===== src/rtl/multicycle_control_unit.sv =====
// Multi-cycle MIPS controller: sequences fetch/decode/execute/memory/writeback over a shared ALU and memory port.
// Optional performance counters are built only when MCU_PERF_CNT_EN is defined.
module multicycle_control_unit #(
   parameter bit          MEM_HANDSHAKE = 1'b1,
   parameter int unsigned CNT_W         = 32
) (
   input  logic             clk,
   input  logic             reset,
   input  logic [5:0]       operation,
   input  logic [5:0]       func,
   input  logic             zero,
   input  logic             mem_ready,
   output logic             mem_re,
   output logic             mem_we,
   output logic             iord,
   output logic             ir_we,
   output logic             pc_we,
   output logic [1:0]       pc_src,
   output logic             reg_we,
   output logic             reg_dst,
   output logic             mem_to_reg,
   output logic [1:0]       alu_src_a,
   output logic [1:0]       alu_src_b,
   output logic             imm_zext,
   output logic [2:0]       alu_control,
   output logic             illegal,
   output logic [3:0]       state,
   output logic [CNT_W-1:0] cycle_count,
   output logic [CNT_W-1:0] instr_count
);

   typedef enum logic [3:0] {
      S_FETCH     = 4'd0,
      S_DECODE    = 4'd1,
      S_MEM_ADR   = 4'd2,
      S_MEM_READ  = 4'd3,
      S_MEM_WB    = 4'd4,
      S_MEM_WRITE = 4'd5,
      S_EXECUTE   = 4'd6,
      S_ALU_WB    = 4'd7,
      S_BRANCH    = 4'd8,
      S_IMM_EXEC  = 4'd9,
      S_IMM_WB    = 4'd10,
      S_JUMP      = 4'd11,
      S_JR        = 4'd12,
      S_ILLEGAL   = 4'd13
   } state_t;

   localparam logic [5:0] OP_RTYPE = 6'b000000;
   localparam logic [5:0] OP_J     = 6'b000010;
   localparam logic [5:0] OP_BEQ   = 6'b000100;
   localparam logic [5:0] OP_BNE   = 6'b000101;
   localparam logic [5:0] OP_ADDI  = 6'b001000;
   localparam logic [5:0] OP_ANDI  = 6'b001100;
   localparam logic [5:0] OP_ORI   = 6'b001101;
   localparam logic [5:0] OP_LW    = 6'b100011;
   localparam logic [5:0] OP_SW    = 6'b101011;

   localparam logic [5:0] FN_SLL  = 6'b000000;
   localparam logic [5:0] FN_SRL  = 6'b000010;
   localparam logic [5:0] FN_SRA  = 6'b000011;
   localparam logic [5:0] FN_SLLV = 6'b000100;
   localparam logic [5:0] FN_SRLV = 6'b000110;
   localparam logic [5:0] FN_SRAV = 6'b000111;
   localparam logic [5:0] FN_JR   = 6'b001000;
   localparam logic [5:0] FN_ADD  = 6'b100000;
   localparam logic [5:0] FN_SUB  = 6'b100010;
   localparam logic [5:0] FN_AND  = 6'b100100;
   localparam logic [5:0] FN_OR   = 6'b100101;
   localparam logic [5:0] FN_SLT  = 6'b101010;

   localparam logic [2:0] ALU_AND = 3'b000;
   localparam logic [2:0] ALU_OR  = 3'b001;
   localparam logic [2:0] ALU_ADD = 3'b010;
   localparam logic [2:0] ALU_SLL = 3'b011;
   localparam logic [2:0] ALU_SRL = 3'b100;
   localparam logic [2:0] ALU_SRA = 3'b101;
   localparam logic [2:0] ALU_SUB = 3'b110;
   localparam logic [2:0] ALU_SLT = 3'b111;

   state_t     state_q;
   state_t     next_state;
   logic       ready;
   logic       func_legal;
   logic       func_shamt;
   logic [2:0] func_alu;

   // With the handshake disabled every memory access completes in one cycle.
   assign ready = MEM_HANDSHAKE ? mem_ready : 1'b1;
   assign state = state_q;

   // R-type funct decode: legality, ALU operation and shamt-operand select
   always_comb begin
      func_legal = 1'b1;
      func_shamt = 1'b0;
      func_alu   = ALU_AND;
      case (func)
         FN_AND:  func_alu = ALU_AND;
         FN_OR:   func_alu = ALU_OR;
         FN_ADD:  func_alu = ALU_ADD;
         FN_SUB:  func_alu = ALU_SUB;
         FN_SLT:  func_alu = ALU_SLT;
         FN_SLLV: func_alu = ALU_SLL;
         FN_SRLV: func_alu = ALU_SRL;
         FN_SRAV: func_alu = ALU_SRA;
         FN_SLL: begin
            func_alu   = ALU_SLL;
            func_shamt = 1'b1;
         end
         FN_SRL: begin
            func_alu   = ALU_SRL;
            func_shamt = 1'b1;
         end
         FN_SRA: begin
            func_alu   = ALU_SRA;
            func_shamt = 1'b1;
         end
         FN_JR:   func_alu = ALU_AND;
         default: func_legal = 1'b0;
      endcase
   end

   // Next-state logic
   always_comb begin
      next_state = state_q;
      case (state_q)
         S_FETCH:    next_state = ready ? S_DECODE : S_FETCH;
         S_DECODE: begin
            case (operation)
               OP_RTYPE: begin
                  if (!func_legal)        next_state = S_ILLEGAL;
                  else if (func == FN_JR) next_state = S_JR;
                  else                    next_state = S_EXECUTE;
               end
               OP_LW, OP_SW:            next_state = S_MEM_ADR;
               OP_BEQ, OP_BNE:          next_state = S_BRANCH;
               OP_ADDI, OP_ANDI, OP_ORI: next_state = S_IMM_EXEC;
               OP_J:                    next_state = S_JUMP;
               default:                 next_state = S_ILLEGAL;
            endcase
         end
         S_MEM_ADR:   next_state = (operation == OP_SW) ? S_MEM_WRITE : S_MEM_READ;
         S_MEM_READ:  next_state = ready ? S_MEM_WB : S_MEM_READ;
         S_MEM_WB:    next_state = S_FETCH;
         S_MEM_WRITE: next_state = ready ? S_FETCH : S_MEM_WRITE;
         S_EXECUTE:   next_state = S_ALU_WB;
         S_ALU_WB:    next_state = S_FETCH;
         S_BRANCH:    next_state = S_FETCH;
         S_IMM_EXEC:  next_state = S_IMM_WB;
         S_IMM_WB:    next_state = S_FETCH;
         S_JUMP:      next_state = S_FETCH;
         S_JR:        next_state = S_FETCH;
         S_ILLEGAL:   next_state = S_FETCH;
         default:     next_state = S_FETCH;
      endcase
   end

   always_ff @(posedge clk) begin
      if (reset) state_q <= S_FETCH;
      else       state_q <= next_state;
   end

   // Datapath controls decoded from state; branch and memory-ready enables also see inputs.
   always_comb begin
      mem_re      = 1'b0;
      mem_we      = 1'b0;
      iord        = 1'b0;
      ir_we       = 1'b0;
      pc_we       = 1'b0;
      pc_src      = 2'b00;
      reg_we      = 1'b0;
      reg_dst     = 1'b0;
      mem_to_reg  = 1'b0;
      alu_src_a   = 2'b00;
      alu_src_b   = 2'b00;
      imm_zext    = 1'b0;
      alu_control = ALU_AND;
      illegal     = 1'b0;
      case (state_q)
         S_FETCH: begin
            mem_re      = 1'b1;
            alu_src_b   = 2'b01;
            alu_control = ALU_ADD;
            ir_we       = ready;
            pc_we       = ready;
         end
         S_DECODE: begin
            alu_src_b   = 2'b11;
            alu_control = ALU_ADD;
         end
         S_MEM_ADR: begin
            alu_src_a   = 2'b01;
            alu_src_b   = 2'b10;
            alu_control = ALU_ADD;
         end
         S_MEM_READ: begin
            mem_re = 1'b1;
            iord   = 1'b1;
         end
         S_MEM_WB: begin
            reg_we     = 1'b1;
            mem_to_reg = 1'b1;
         end
         S_MEM_WRITE: begin
            mem_we = 1'b1;
            iord   = 1'b1;
         end
         S_EXECUTE: begin
            alu_src_a   = func_shamt ? 2'b10 : 2'b01;
            alu_control = func_alu;
         end
         S_ALU_WB: begin
            reg_we  = 1'b1;
            reg_dst = 1'b1;
         end
         S_BRANCH: begin
            alu_src_a   = 2'b01;
            alu_control = ALU_SUB;
            pc_src      = 2'b01;
            pc_we       = (operation == OP_BEQ && zero) || (operation == OP_BNE && !zero);
         end
         S_IMM_EXEC: begin
            alu_src_a = 2'b01;
            alu_src_b = 2'b10;
            case (operation)
               OP_ANDI: begin
                  alu_control = ALU_AND;
                  imm_zext    = 1'b1;
               end
               OP_ORI: begin
                  alu_control = ALU_OR;
                  imm_zext    = 1'b1;
               end
               default: alu_control = ALU_ADD;
            endcase
         end
         S_IMM_WB: reg_we = 1'b1;
         S_JUMP: begin
            pc_we  = 1'b1;
            pc_src = 2'b10;
         end
         S_JR: begin
            pc_we  = 1'b1;
            pc_src = 2'b11;
         end
         S_ILLEGAL: illegal = 1'b1;
         default: ;
      endcase
      // A reset cycle must never write or request anything.
      if (reset) begin
         mem_re  = 1'b0;
         mem_we  = 1'b0;
         ir_we   = 1'b0;
         pc_we   = 1'b0;
         reg_we  = 1'b0;
         illegal = 1'b0;
      end
   end

`ifdef MCU_PERF_CNT_EN
   logic [CNT_W-1:0] cycle_q;
   logic [CNT_W-1:0] instr_q;

   // Retired instructions are counted on the return to FETCH; skipped illegal ones are not.
   always_ff @(posedge clk) begin
      if (reset) begin
         cycle_q <= '0;
         instr_q <= '0;
      end else begin
         cycle_q <= cycle_q + CNT_W'(1);
         if (next_state == S_FETCH && state_q != S_FETCH && state_q != S_ILLEGAL)
            instr_q <= instr_q + CNT_W'(1);
      end
   end

   assign cycle_count = cycle_q;
   assign instr_count = instr_q;
`else
   assign cycle_count = '0;
   assign instr_count = '0;
`endif

endmodule


===== config.mk =====
export PLATFORM = sky130hd
export DESIGN_NAME = multicycle_control_unit
export DESIGN_NICKNAME = d
export VERILOG_FILES = /design/src/rtl/multicycle_control_unit.sv
export SDC_FILE = /design/constraint.sdc
export NUM_CORES = 1
export LEC_CHECK = 0
export CORE_MARGIN = 1
export CORE_UTILIZATION = 34
export DETAILED_ROUTE_END_ITERATION = 12
export PLACE_DENSITY = 0.82
export SLEW_MARGIN = 20
export SYNTH_ARGS = -nofsm -noshare
export SYNTH_HDL_FRONTEND = slang
export SYNTH_SLANG_ARGS = --single-unit
export TNS_END_PERCENT = 20

===== constraint.sdc =====
create_clock -name clk -period 1.65 [get_ports clk]
set_input_delay 0.165 -clock clk [delete_from_list [all_inputs] [get_ports clk]]
set_output_delay 0.165 -clock clk [all_outputs]
set_load 0.1 [all_outputs]

==> results by group <==
Run status
  • Outcome: finished with violations
  • Failing checks: negative setup slack

Clock network
  • Reg clk slew, reported paths: approximately 0.030 ns
  • CTS sink cnt: 4
  • Number of buffers created by CTS: 3
  • H-tree depth: 1
  • CTS Buffer Depth: 2
  • CTS tree: done
  • CTS root buf: clkbuf_8
  • Clock latency on the worst-skew pair: around 0.22 ns

Pwr
  • Pleak: ~1.1 nW
  • Peak VDD IR: 460 µV
  • PwrDens: between 1000 and 1500 nW/µm²
  • Design Power: 0.00267 W

Global route
  • Vias in the first global route: about 1400
  • Largest net degree at the start of global routing: 18
  • Antenna violations before repair: 0
  • Grt ovf: 0
  • First-pass GRT wire length: about 6.6 mm
  • GRT Total Usage: approximately 20%

Setup path
  • WS Path Type: reg2out
  • Nature of the critical path endpoint: output port
  • Worst path cell trace: nand2_2 -> nor3_2 -> buf_4 -> a32o_4 -> buf_12
  • CP Launch Type: flip-flop
  • Crit path required time: between 1 and 1.5 ns
  • Worst EP arrival: approximately 1.5 ns
  • CP peak stage delay: roughly 0.47 ns
  • Worst path slowest cell: dfxtp_4
  • Crit path max fanout: 17

Routing
  • Wirelength per Cell: 12.8 µm
  • First DRT Iteration DRCs: 59
  • First drt pass iteration count: 4
  • Vias per cell: around 4.8
  • DRC Markers: 0
  • Final wirelength: between 4 and 5 mm
  • Post-DRT Antenna Nets: 0
  • Total number of vias: 1503

STA
  • Tcrit/Tclk final: 101%
  • Final setup violation count: 3
  • Worst hold slack: 0.531 ns
  • Worst setup margin: -0.0134 ns
  • Layout Skew: about 0.0027 ns
  • Setup tns final: -0.0326 ns
  • Period minus WS final: roughly 1.7 ns
  • Maximum clock rate: 601 MHz
  • RSZ-0062 raised after global routing: true
  • Final Max Tran Viols: 0
  • Fin. Hold Viols: 0

Flow run
  • Max_cap viols: 0

Logic synthesis
  • #FFs+latches synth: 4
  • Sequential share of the synthesized area: 6.14%
  • Post-synth EDFFs: 0
  • Yosys top cell area share: ~37%
  • Yosys warning total: 0
  • Ranking of synthesized cells by area: buf_4 (37%), dfxtp_1 (6.1%), nand2b_1 (4.3%)
  • Async SR Flop Fraction: 0%
  • Cell taking the most area after synthesis: buf_4
  • Post-synth top flop: dfxtp_1
  • Post-Synthesis Cells: between 150 and 200
  • Mapped Area: roughly 1300 µm²
  • Avg Cell Area, Syn: slightly below 7 µm²
  • Number of distinct library cells after synthesis: 49

Die
  • Floorplan row count: 22
  • Die W: approximately 64 µm
  • DIE HEIGHT: approximately 64 µm
  • Boundary Pins: between 100 and 150
  • Initial Util: 35.6%
  • Die Area: between 4000 and 5000 µm²
  • Core Box Area: approximately 3700 µm²

Cells and area
  • Number of flip-flops in the largest register: 4
  • # nets final: 286
  • Layout cells sized above 1: between 40% and 50%
  • Final Non-Filler Cells: 316
  • Antenna Cells: 0
  • Area growth from synthesis to layout: 80.5%

Min path
  • Worst min-delay path class: in2reg

Placed design
  • HPWL Detailed: between 3 and 4 mm
  • Port buffer count: 38
  • DP Cell Count: ~300
  • Gpl congestion: about 0.9
==> synth_stat cells (4+ instances only) <==
master	count
nor2b_1	4
o21ai_0	6
clkbuf_1	5
buf_4	64
a21oi_1	10
nand2b_1	9
dfxtp_1	4
or3_1	4
nor3_1	11
nand2_1	8
nor2_1	15
==> final cells by class <==
type	count	area (µm²)
fillers	300	1310
multi-input cells	174	1200
repair buffers	83	941
flip-flops and latches	4	95.1
well taps	48	60.1
clock buffers	3	41.3
inverters	4	15.0
==> placed cells by master (no fill, tap or decap), drive strengths merged, types with 2 or more instances in the layout <==
cell type and instances:
nand2 8, nor4b 2, nand2b 9, clkdlybuf4s15 2
o21ai 6, clkbuf 3, or3 5, a21oi 10
buf 68, nor3 11, o311ai 2, o21bai 2
clkdlybuf4s50 3, conb 64, nor4 3, inv 4
mux2 2, a211oi 3, xor2 2, dlygate4sd2 10
dfxtp 4, a41o 3, nor2 15, nor2b 4
==> stage by stage <==
step | setup slack, ns | util [%] | instance area [µm²]
after detailed placement | -0.283 | 60.0 | 2200
final | -0.0134 | 64.4 | 2360
after CTS | -0.0411 | 63.6 | 2330
after floorplan | -0.575 | - | 1810
after global placement | -0.218 | 60.0 | 2200
after global routing | -0.0548 | 64.4 | 2360
==> worst paths after layout <==
check                                  start        endpoint  slack (ns)  cells after the start
worst min register to register      state[3]        state[0]        0.72                      4
worst max register to register      state[1]        state[1]        0.06                      7
worst max-delay path                state[2]  alu_control[2]       -0.01                      5
worst min-delay path            operation[4]        state[3]        0.53                      4
==> power by group <==
| part | total [W] | leakage (nW) | switching (W) | internal (W) |
|---|---|---|---|---|
| registers | 0.000178 | 0.0356 | 0.0000568 | 0.000121 |
| clock network | 0.000211 | 0.0216 | 0.0000552 | 0.000156 |
| logic | 0.00228 | 1.04 | 0.00162 | 0.000662 |
| total | 0.00267 | 1.10 | 0.00173 | 0.000939 |
==> worst max-delay path, delay by kind of cell, from the launching register on <==
| family | cells | cell delay, ns |
|---|---|---|
| flip-flops | 1 | 0.47 |
| buffers and inverters | 2 | 0.33 |
| AND/OR/NAND/NOR | 2 | 0.26 |
| AO/OA/AOI/OAI | 1 | 0.21 |
==> kinds of logic after synthesis <==
logic type	synth area share, %
other cells	0.287
simple gates	26.3
mux	1.73
xor+xnor	2.01
flops	6.14
buf+inv	40.9
compound gates	22.6
==> metal layers <==
layer  routed length [µm]  GRT usage (%)
met3                  350           3.21
met1                 1490           24.3
met4                   42           7.39
met2                 2150           36.0
met5                    0              0
==> repair_timing <==
| action | CTS | global route |
|---|---|---|
| pin swaps | 9 | 4 |
| resized for setup | 27 | 2 |
| setup buffers | 7 | 2 |
| hold buffers | 0 | 0 |
| hold endpoints to repair | 0 | 0 |
| setup endpoints to repair | 11 | 13 |
No activity file was read; power rests on OpenSTA's default activity.
